## src/rtl/shift_arb_pkg.sv

```systemverilog
// Shared types and helpers for the shift_arbiter block.
// The request struct is sized for the largest supported configuration; users cast to their widths.
package shift_arb_pkg;

  localparam int MAX_WIDTH = 256;
  localparam int MAX_SELW  = 9;
  localparam int MAX_IDW   = 3;

  function automatic int sel_width(input int width);
    return $clog2(width) + 1;
  endfunction

  typedef struct packed {
    logic [MAX_WIDTH-1:0] data;
    logic [MAX_SELW-1:0]  amt;
    logic [MAX_IDW-1:0]   id;
  } req_t;

endpackage

```

## src/rtl/shift_arbiter_rr_arbiter.sv

```systemverilog
// Round-robin grant: first asserted request at or after ptr, wrapping modulo NREQ.
// Produces a one-hot grant plus its index; no grant when en is low.
module rr_arbiter #(
  parameter  int NREQ = 2,
  localparam int IDW  = $clog2(NREQ)
) (
  input  logic [NREQ-1:0] req,
  input  logic [IDW-1:0]  ptr,
  input  logic            en,
  output logic [NREQ-1:0] gnt,
  output logic [IDW-1:0]  gnt_idx
);

  logic [IDW-1:0] scan;
  logic           found;

  always_comb begin
    gnt     = '0;
    gnt_idx = '0;
    found   = 1'b0;
    scan    = ptr;
    for (int k = 0; k < NREQ; k++) begin
      if (en && !found && req[scan]) begin
        found     = 1'b1;
        gnt[scan] = 1'b1;
        gnt_idx   = scan;
      end
      scan = (scan == IDW'(NREQ - 1)) ? '0 : scan + 1'b1;
    end
  end

endmodule

```

## src/rtl/shift_arbiter_shifter.sv

```systemverilog
// Logarithmic logical right barrel shifter, zero-filled.
// Shift amounts are limited to 0..WIDTH-1; callers handle larger amounts.
module lsr_shifter #(
  parameter  int WIDTH = 8,
  localparam int LW    = $clog2(WIDTH)
) (
  input  logic [WIDTH-1:0] data,
  input  logic [LW-1:0]    amt,
  output logic [WIDTH-1:0] result
);

  logic [WIDTH-1:0] stage [LW+1];

  assign stage[0] = data;

  for (genvar s = 0; s < LW; s++) begin : g_stage
    assign stage[s+1] = amt[s] ? (stage[s] >> (1 << s)) : stage[s];
  end

  assign result = stage[LW];

endmodule

```

## src/rtl/shift_arbiter.sv

```systemverilog
// Round-robin arbiter feeding one shared right barrel shifter through a two-stage pipeline.
// Define SHIFT_STICKY_EN to add rsp_sticky (OR of all bits shifted out).
module shift_arbiter
  import shift_arb_pkg::*;
#(
  parameter  int WIDTH = 8,
  parameter  int NREQ  = 2,
  localparam int SELW  = sel_width(WIDTH),
  localparam int IDW   = $clog2(NREQ)
) (
  input  logic                   clk,
  input  logic                   rst,
  input  logic [NREQ-1:0]        req_valid,
  output logic [NREQ-1:0]        req_ready,
  input  logic [NREQ*WIDTH-1:0]  req_data,
  input  logic [NREQ*SELW-1:0]   req_amt,
  output logic                   rsp_valid,
  input  logic                   rsp_ready,
  output logic [WIDTH-1:0]       rsp_data,
`ifdef SHIFT_STICKY_EN
  output logic                   rsp_sticky,
`endif
  output logic [IDW-1:0]         rsp_id
);

  req_t             s1;
  logic             s1_valid;
  logic [IDW-1:0]   rr_ptr;

  logic             s2_load;
  logic             s1_free;
  logic             accept;
  logic [NREQ-1:0]  gnt;
  logic [IDW-1:0]   gnt_idx;
  logic [IDW-1:0]   ptr_next;

  logic [WIDTH-1:0] sel_data;
  logic [SELW-1:0]  sel_amt;
  logic [WIDTH-1:0] s1_data;
  logic [SELW-1:0]  s1_amt;
  logic [IDW-1:0]   s1_id;
  logic [WIDTH-1:0] shifted;
  logic [WIDTH-1:0] result;
  logic             oversize;

  // S1 frees up whenever it moves into S2, so a stalled S2 still lets an empty S1 fill once.
  assign s2_load = s1_valid && (!rsp_valid || rsp_ready);
  assign s1_free = !s1_valid || s2_load;

  rr_arbiter #(.NREQ(NREQ)) u_arb (
    .req     (req_valid),
    .ptr     (rr_ptr),
    .en      (s1_free),
    .gnt     (gnt),
    .gnt_idx (gnt_idx)
  );

  assign req_ready = gnt;
  assign accept    = |gnt;
  assign ptr_next  = (gnt_idx == IDW'(NREQ - 1)) ? '0 : gnt_idx + 1'b1;

  assign sel_data = req_data[gnt_idx*WIDTH +: WIDTH];
  assign sel_amt  = req_amt[gnt_idx*SELW +: SELW];

  always_ff @(posedge clk or posedge rst) begin
    if (rst) begin
      s1       <= '0;
      s1_valid <= 1'b0;
      rr_ptr   <= '0;
    end else begin
      if (accept) begin
        s1.data  <= MAX_WIDTH'(sel_data);
        s1.amt   <= MAX_SELW'(sel_amt);
        s1.id    <= MAX_IDW'(gnt_idx);
        s1_valid <= 1'b1;
        rr_ptr   <= ptr_next;
      end else if (s2_load) begin
        s1_valid <= 1'b0;
      end
    end
  end

  assign s1_data = WIDTH'(s1.data);
  assign s1_amt  = SELW'(s1.amt);
  assign s1_id   = IDW'(s1.id);

  lsr_shifter #(.WIDTH(WIDTH)) u_shift (
    .data   (s1_data),
    .amt    (s1_amt[SELW-2:0]),
    .result (shifted)
  );

  // WIDTH is a power of two, so the amount MSB alone flags amt >= WIDTH.
  assign oversize = s1_amt[SELW-1];
  assign result   = oversize ? '0 : shifted;

`ifdef SHIFT_STICKY_EN
  logic sticky;
  assign sticky = oversize ? |s1_data
                           : |(s1_data & ~({WIDTH{1'b1}} << s1_amt[SELW-2:0]));
`endif

  always_ff @(posedge clk or posedge rst) begin
    if (rst) begin
      rsp_valid  <= 1'b0;
      rsp_data   <= '0;
      rsp_id     <= '0;
`ifdef SHIFT_STICKY_EN
      rsp_sticky <= 1'b0;
`endif
    end else if (s2_load) begin
      rsp_valid  <= 1'b1;
      rsp_data   <= result;
      rsp_id     <= s1_id;
`ifdef SHIFT_STICKY_EN
      rsp_sticky <= sticky;
`endif
    end else if (rsp_ready) begin
      rsp_valid  <= 1'b0;
    end
  end

endmodule

```

## config.mk

```make
export PLATFORM = sky130hd
export DESIGN_NAME = shift_arbiter
export DESIGN_NICKNAME = d
export VERILOG_FILES = /design/src/rtl/shift_arb_pkg.sv /design/src/rtl/shift_arbiter_rr_arbiter.sv /design/src/rtl/shift_arbiter_shifter.sv /design/src/rtl/shift_arbiter.sv
export SDC_FILE = /design/constraint.sdc
export NUM_CORES = 1
export LEC_CHECK = 0
export ABC_AREA = 0
export CAP_MARGIN = 5
export CORE_ASPECT_RATIO = 1.4
export CORE_UTILIZATION = 30
export CTS_CLUSTER_SIZE = 25
export DETAILED_ROUTE_END_ITERATION = 10
export GPL_TIMING_DRIVEN = 0
export SETUP_SLACK_MARGIN = 0.1
export SLEW_MARGIN = 20
export SYNTH_ARGS = -nofsm -noshare
export SYNTH_HDL_FRONTEND = slang
export SYNTH_SLANG_ARGS = --single-unit
```

## constraint.sdc

```tcl
create_clock -name clk -period 2.75 [get_ports clk]
set_input_delay 0.55 -clock clk [delete_from_list [all_inputs] [get_ports clk]]
set_output_delay 0.55 -clock clk [all_outputs]
set_load 0.1 [all_outputs]
```

# Yosys cells after proc, flatten, opt, wreduce, memory -nomap -nowiden
# Index checks and enable logic that the tools add are counted.
[word_totals]
reg_bits = 25
input_bits = 29
output_inout_bits = 12
wordCells = 54
[classes]
n_addsub = 2
n_lt_le_gt_ge = 4
n_shift = 2
mux = 23
n_bitwise = 1
n_reduce_logical = 14
[ops]
columns = ["op", "count"]
rows = [
  ["two-way mux 8 bit", 4],
  ["indexed part select 16 x 5 -> 8 bit", 1],
  ["two-way mux 1 bit", 15],
  ["indexed part select 8 x 4 -> 4 bit", 1],
  ["logical AND 1 bit", 6],
  ["less-than comparator 1 x 2 -> 1 bit, second input constant", 2],
  ["two-way mux 2 bit", 2],
  ["nonzero test 2 bit", 2],
  ["zero test 1 bit", 3],
  ["adder 1 bit, second input constant", 2],
  ["demux 1 bit (select 1 bit)", 2],
  [">= comparator 1 bit, second input constant", 2],
  ["logical OR 1 bit", 2],
  ["OR 2 bit", 1],
  ["OR reduction 2 bit", 1],
]

# Depth between registers and ports, before layout
[logic_depth]
word_depth = 12
mapped_depth = 5
depth_no_buf = 4

# By module
# From an unflattened synthesis, not the netlist that was laid out.
[hier_totals]
cells_unflattened = 127
hier_area_um2 = 1403.8
[modules_own_cells]
columns = ["module", "n_inst", "cells_per_inst", "area_each_um2", "seq_area_each_um2"]
rows = [
  ["shift_arbiter", 1, 93, 1127.3, 625.6],
  ["lsr_shifter", 1, 28, 250.2, 0.0],
  ["rr_arbiter", 1, 6, 26.3, 0.0],
]

# Least setup slack after synthesis
# No wires, ideal clock.
[synth_timing]
kind = "register to output"
start = "reg rsp_valid"
end = "out req_ready[0]"
arrival_time_ps = 2589
t_required_ps = 2200
slack_ps = -389
stages_incl_launch_ff = 4
path_buffers = 0
path_cell_list = "dfrtp_1 > nand3b_4 > nand2_1 > a21oi_1"
[synth_via]
elab_chain_cells = 10
elab_cells_between_ends = 12
classes_between = "mux: 3; bitwise: 1; reduce/logical: 8"
[synth_rtl]
columns = ["element", "line_no", "text"]
rows = [
  ["start: declaration", "shift_arbiter.sv:17", "output logic rsp_valid,"],
  ["start signal: assignment", "shift_arbiter.sv:105", "rsp_valid <= 1'b0;"],
  ["start signal: assignment", "shift_arbiter.sv:112", "rsp_valid <= 1'b1;"],
  ["start signal: assignment", "shift_arbiter.sv:119", "rsp_valid <= 1'b0;"],
  ["zero test 1 bit (*)", "shift_arbiter.sv:47", "assign s2_load = s1_valid && (!rsp_valid || rsp_ready);"],
  ["logical OR 1 bit (*)", "shift_arbiter.sv:47", ""],
  ["logical AND 1 bit (*)", "shift_arbiter.sv:47", ""],
  ["logical OR 1 bit (*)", "shift_arbiter.sv:48", "assign s1_free = !s1_valid || s2_load;"],
  ["logical AND 1 bit", "shift_arbiter_rr_arbiter.sv:23", "if (en && !found && req[scan]) begin"],
  ["two-way mux 1 bit", "shift_arbiter_rr_arbiter.sv:23", ""],
  ["zero test 1 bit", "shift_arbiter_rr_arbiter.sv:23", ""],
  ["logical AND 1 bit (2 in a row)", "shift_arbiter_rr_arbiter.sv:23", ""],
  ["two-way mux 2 bit (*)", "shift_arbiter_rr_arbiter.sv:23", ""],
  ["end: declaration", "shift_arbiter.sv:14", "output logic [NREQ-1:0] req_ready,"],
]
# Every way passes the cells marked *; elsewhere a longest branch is shown, timed or not.

# Worst setup path after layout
[layout_timing]
start = "in rsp_ready"
end = "out req_ready[1]"
[layout_via]
elab_chain_cells = 9
elab_cells_between_ends = 11
classes_between = "mux: 3; bitwise: 1; reduce/logical: 7"
[layout_rtl]
columns = ["element", "line_no", "text"]
rows = [
  ["start: declaration", "shift_arbiter.sv:18", "input logic rsp_ready,"],
  ["logical OR 1 bit (*)", "shift_arbiter.sv:47", ""],
  ["logical AND 1 bit (*)", "shift_arbiter.sv:47", ""],
  ["logical OR 1 bit (*)", "shift_arbiter.sv:48", ""],
  ["logical AND 1 bit", "shift_arbiter_rr_arbiter.sv:23", ""],
  ["two-way mux 1 bit", "shift_arbiter_rr_arbiter.sv:23", ""],
  ["zero test 1 bit", "shift_arbiter_rr_arbiter.sv:23", ""],
  ["logical AND 1 bit (2 in a row)", "shift_arbiter_rr_arbiter.sv:23", ""],
  ["two-way mux 2 bit (*)", "shift_arbiter_rr_arbiter.sv:23", ""],
]
# Marks and branches as above.

==> flow_summary_export.csv <==
group,metric,value,unit
outcome,status,"finished with violations",
outcome,violations,"design-rule violations",
synthesis,syn_area,1300,sq um
routing,dr_total_vias,1031,
routing,drc,1,
timing,layout_min_cycle_time,2580,ps
timing,fin_crit_sh,93.6,%
synthesis,yosys.area.top_type,"dfrtp_1",
setup_path,cp_max_fo,10,
synthesis,synth_xor_area_share,0,%
synthesis,synth_top_family_by_area,"multiplexers",
setup_path,crit_path_start_kind,"primary input",
synthesis,synth-edff-count,0,
grt,grt_pass1_wl,4350,um
final_layout,syn2layout_area_growth,38.7,%
setup_path,cp.arrival,2030,ps
synthesis,ys_seq_area_share,48.1,%
power,total_power,1200,uW
placed_design,gp_congestion,0.818,
synthesis,syn_avg_cell_area,10.8,sq um
final_layout,final_common_cell,"clkdlybuf4s50_1",
synthesis,synthDistinctLibCells,25,
synthesis,yosys.area_share.simple,12.5,%
min_path,hold_end,"rsp_data[7]$_DFFE_PP0P_",
floorplanning,dieHeight,79.9,um
placed_design,port_buffers,40,
grt,grt_pass1_vias,979,
clocking,path_clk_slew,80,ps
timing,setup_viol,0,
synthesis,synth_nets,150,
timing,worst_pin_slew,969,ps
grt,grt-busiest-layer,"met2",
power,irDropWorstVdd,0.161,mV
floorplanning,dieArea,4610,sq um
routing,routed_wl,2540,um
timing,hold-worst-slack,488,ps
clocking,cts_sinks,25,
floorplanning,boundaryPins,41,
clocking,post_cts_buffers,0,
setup_path,required,2200,ps
timing,skew,2.78,ps
setup_path,reg2reg_depth,4,
floorplanning,start_util,31.0,%
clocking,h-tree-depth,1,
clocking,cts_root_buf,"clkbuf_8",
min_path,min-delay-start,"rsp_data[7]$_DFFE_PP0P_",
power,p_leak,0.000835,uW
routing,ant_nets,0,
timing,tns,0,ps
synthesis,synthArstFlopShare,100,%
setup_path,endpoint_kind,"primary output",
routing,drt_iter0_markers,15,
synthesis,synth.area.mux_share,21.3,%
synthesis,synth_compound_area_share,13.3,%
synthesis,synthAdderAreaFrac,0,%
synthesis,synthCells,121,
min_path,hp-class,"reg2reg",
grt,grt.overflow.total,0,
timing,slew_headroom,35.2,%
clocking,cts_tree,"built",
final_layout,most-common-layout-cells,"38 x clkdlybuf4s50_1, 25 x dfrtp_1, 22 x mux2i_1",
timing,rsz0062_at_grt,"no",
timing,fmax,388,MHz
synthesis,synth_ff_type,"dfrtp_1",
grt,grt_max_degree,26,
flow_run,drv_cap,0,
timing,finalHoldViolCount,0,
floorplanning,rows,28,
placed_design,dp_hpwl,2070,um
setup_path,timing.rr.end,"rsp_data[1]$_DFFE_PP0P_",
clocking,clock_latency,270,ps
timing,slew_violations,0,
min_path,min_delay_path_depth,2,
setup_path,crit_type,"in2out",
grt,grt_use_met1,14.4,%
setup_path,ff2ff_setup_slack,1440,ps
power,power.density,667,nW/um^2
routing,avgRoutedWirePerCell,12.1,um
synthesis,netlist.area_leader.share,48.1,%
final_layout,fin_util,42.9,%
floorplanning,die_w,57.7,um
synthesis,synthTopCellsByArea,"dfrtp_1 48%, mux2i_1 17%, a21oi_1 5.8%",
setup_path,r2r_start,"s1[3]$_DFFE_PP0P_",
clocking,cts_buffer_depth,2,
grt,globalRouteMet2Util,21.4,%
grt,grt_antenna_before_repair,0,
final_layout,layout-drive-gt1-share,12.7,%
grt,grt_use_total,12.1,%
routing,dr.pass1.iters,9,
floorplanning,core-area,4200,sq um
final_layout,nets,195,
clocking,cts_inserted_buffers,3,
synthesis,synth-seq-cells,25,
final_layout,antennaDiodeCount,0,
synthesis,synth_warnings,0,
routing,avgViaCountPerCell,4.91,
grt,met3_usage,0.972,%
[flip-flops by register name, summed over array words and instances, names as in the netlist]
| register | flops |
|---|---|
| rsp_valid | 1 |
| rr_ptr | 1 |
| oversize | 1 |
| s1_valid | 1 |
| s1 | 12 |
| rsp_id | 1 |
| rsp_data | 8 |
[power breakdown]
group          internal, uW  total, uW  leakage, uW  switching, uW
clock network           101        215    0.0000255            114
registers               427        469     0.000294           42.0
logic                   189        520     0.000515            331
[layer usage]
layer  routed length, um  part of all wire [%]
met4                  60                   2.4
met3                  56                   2.2
met2                1360                    53
met5                   0                     0
met1                1070                    42
[synthesized netlist by cell type (2+ instances only)]
cell,n
a21oi_1,15
a22o_1,3
buf_2,3
buf_4,2
dfrtp_1,25
inv_1,2
mux2i_1,22
mux4_2,2
nand2_1,10
nand2b_1,3
nor2_1,15
o21ai_0,4
o21ai_1,3
[cells by family after synthesis]
logic type,Yosys count
simple gates,33
compound gates,29
mux,25
flops,25
buf+inv,9
[area by class of cell]
cell class                      instances  area [sq um]
Buffer                                  7          56.3
Clock buffer                            3          41.3
Clock inverter                          1          5.00
Fill cell                             425          2400
Inverter                                2          7.51
Multi-Input combinational cell         87           616
Sequential cell                        25           626
Tap cell                               45          56.3
Timing Repair Buffer                   40           397
[worst max-delay path: stages]
cell and delay (ps):
clkdlybuf4s50_1 470, nand3b_4 170, nand3_2 160, buf_8 200
inv_1 50, buf_2 410
[how the worst max path moves through the flow]
stage	start	endpoint	slack, ps
final	rsp_ready	req_ready[1]	170
after global routing	rsp_ready	req_ready[1]	110
after CTS	rsp_ready	req_ready[1]	30
after detailed placement	rsp_ready	req_ready[1]	-540
after global placement	rsp_ready	req_ready[1]	-520
after floorplan	rsp_valid$_DFFE_PP0P_	req_ready[1]	240
[per-stage QoR]
stage,setup slack (ps),std cells,cell area [sq um]
final,175,210,1800
after global routing,107,210,1800
after CTS,32.2,210,1810
after detailed placement,-542,206,1760
after global placement,-522,206,1760
after floorplan,244,121,1310
[what timing repair did]
item	in CTS	in global routing
gates resized for setup	6	2
pin swaps	0	0
endpoints found under the setup margin	2	1
hold buffers	0	0
No activity file was read; power rests on OpenSTA's default activity.
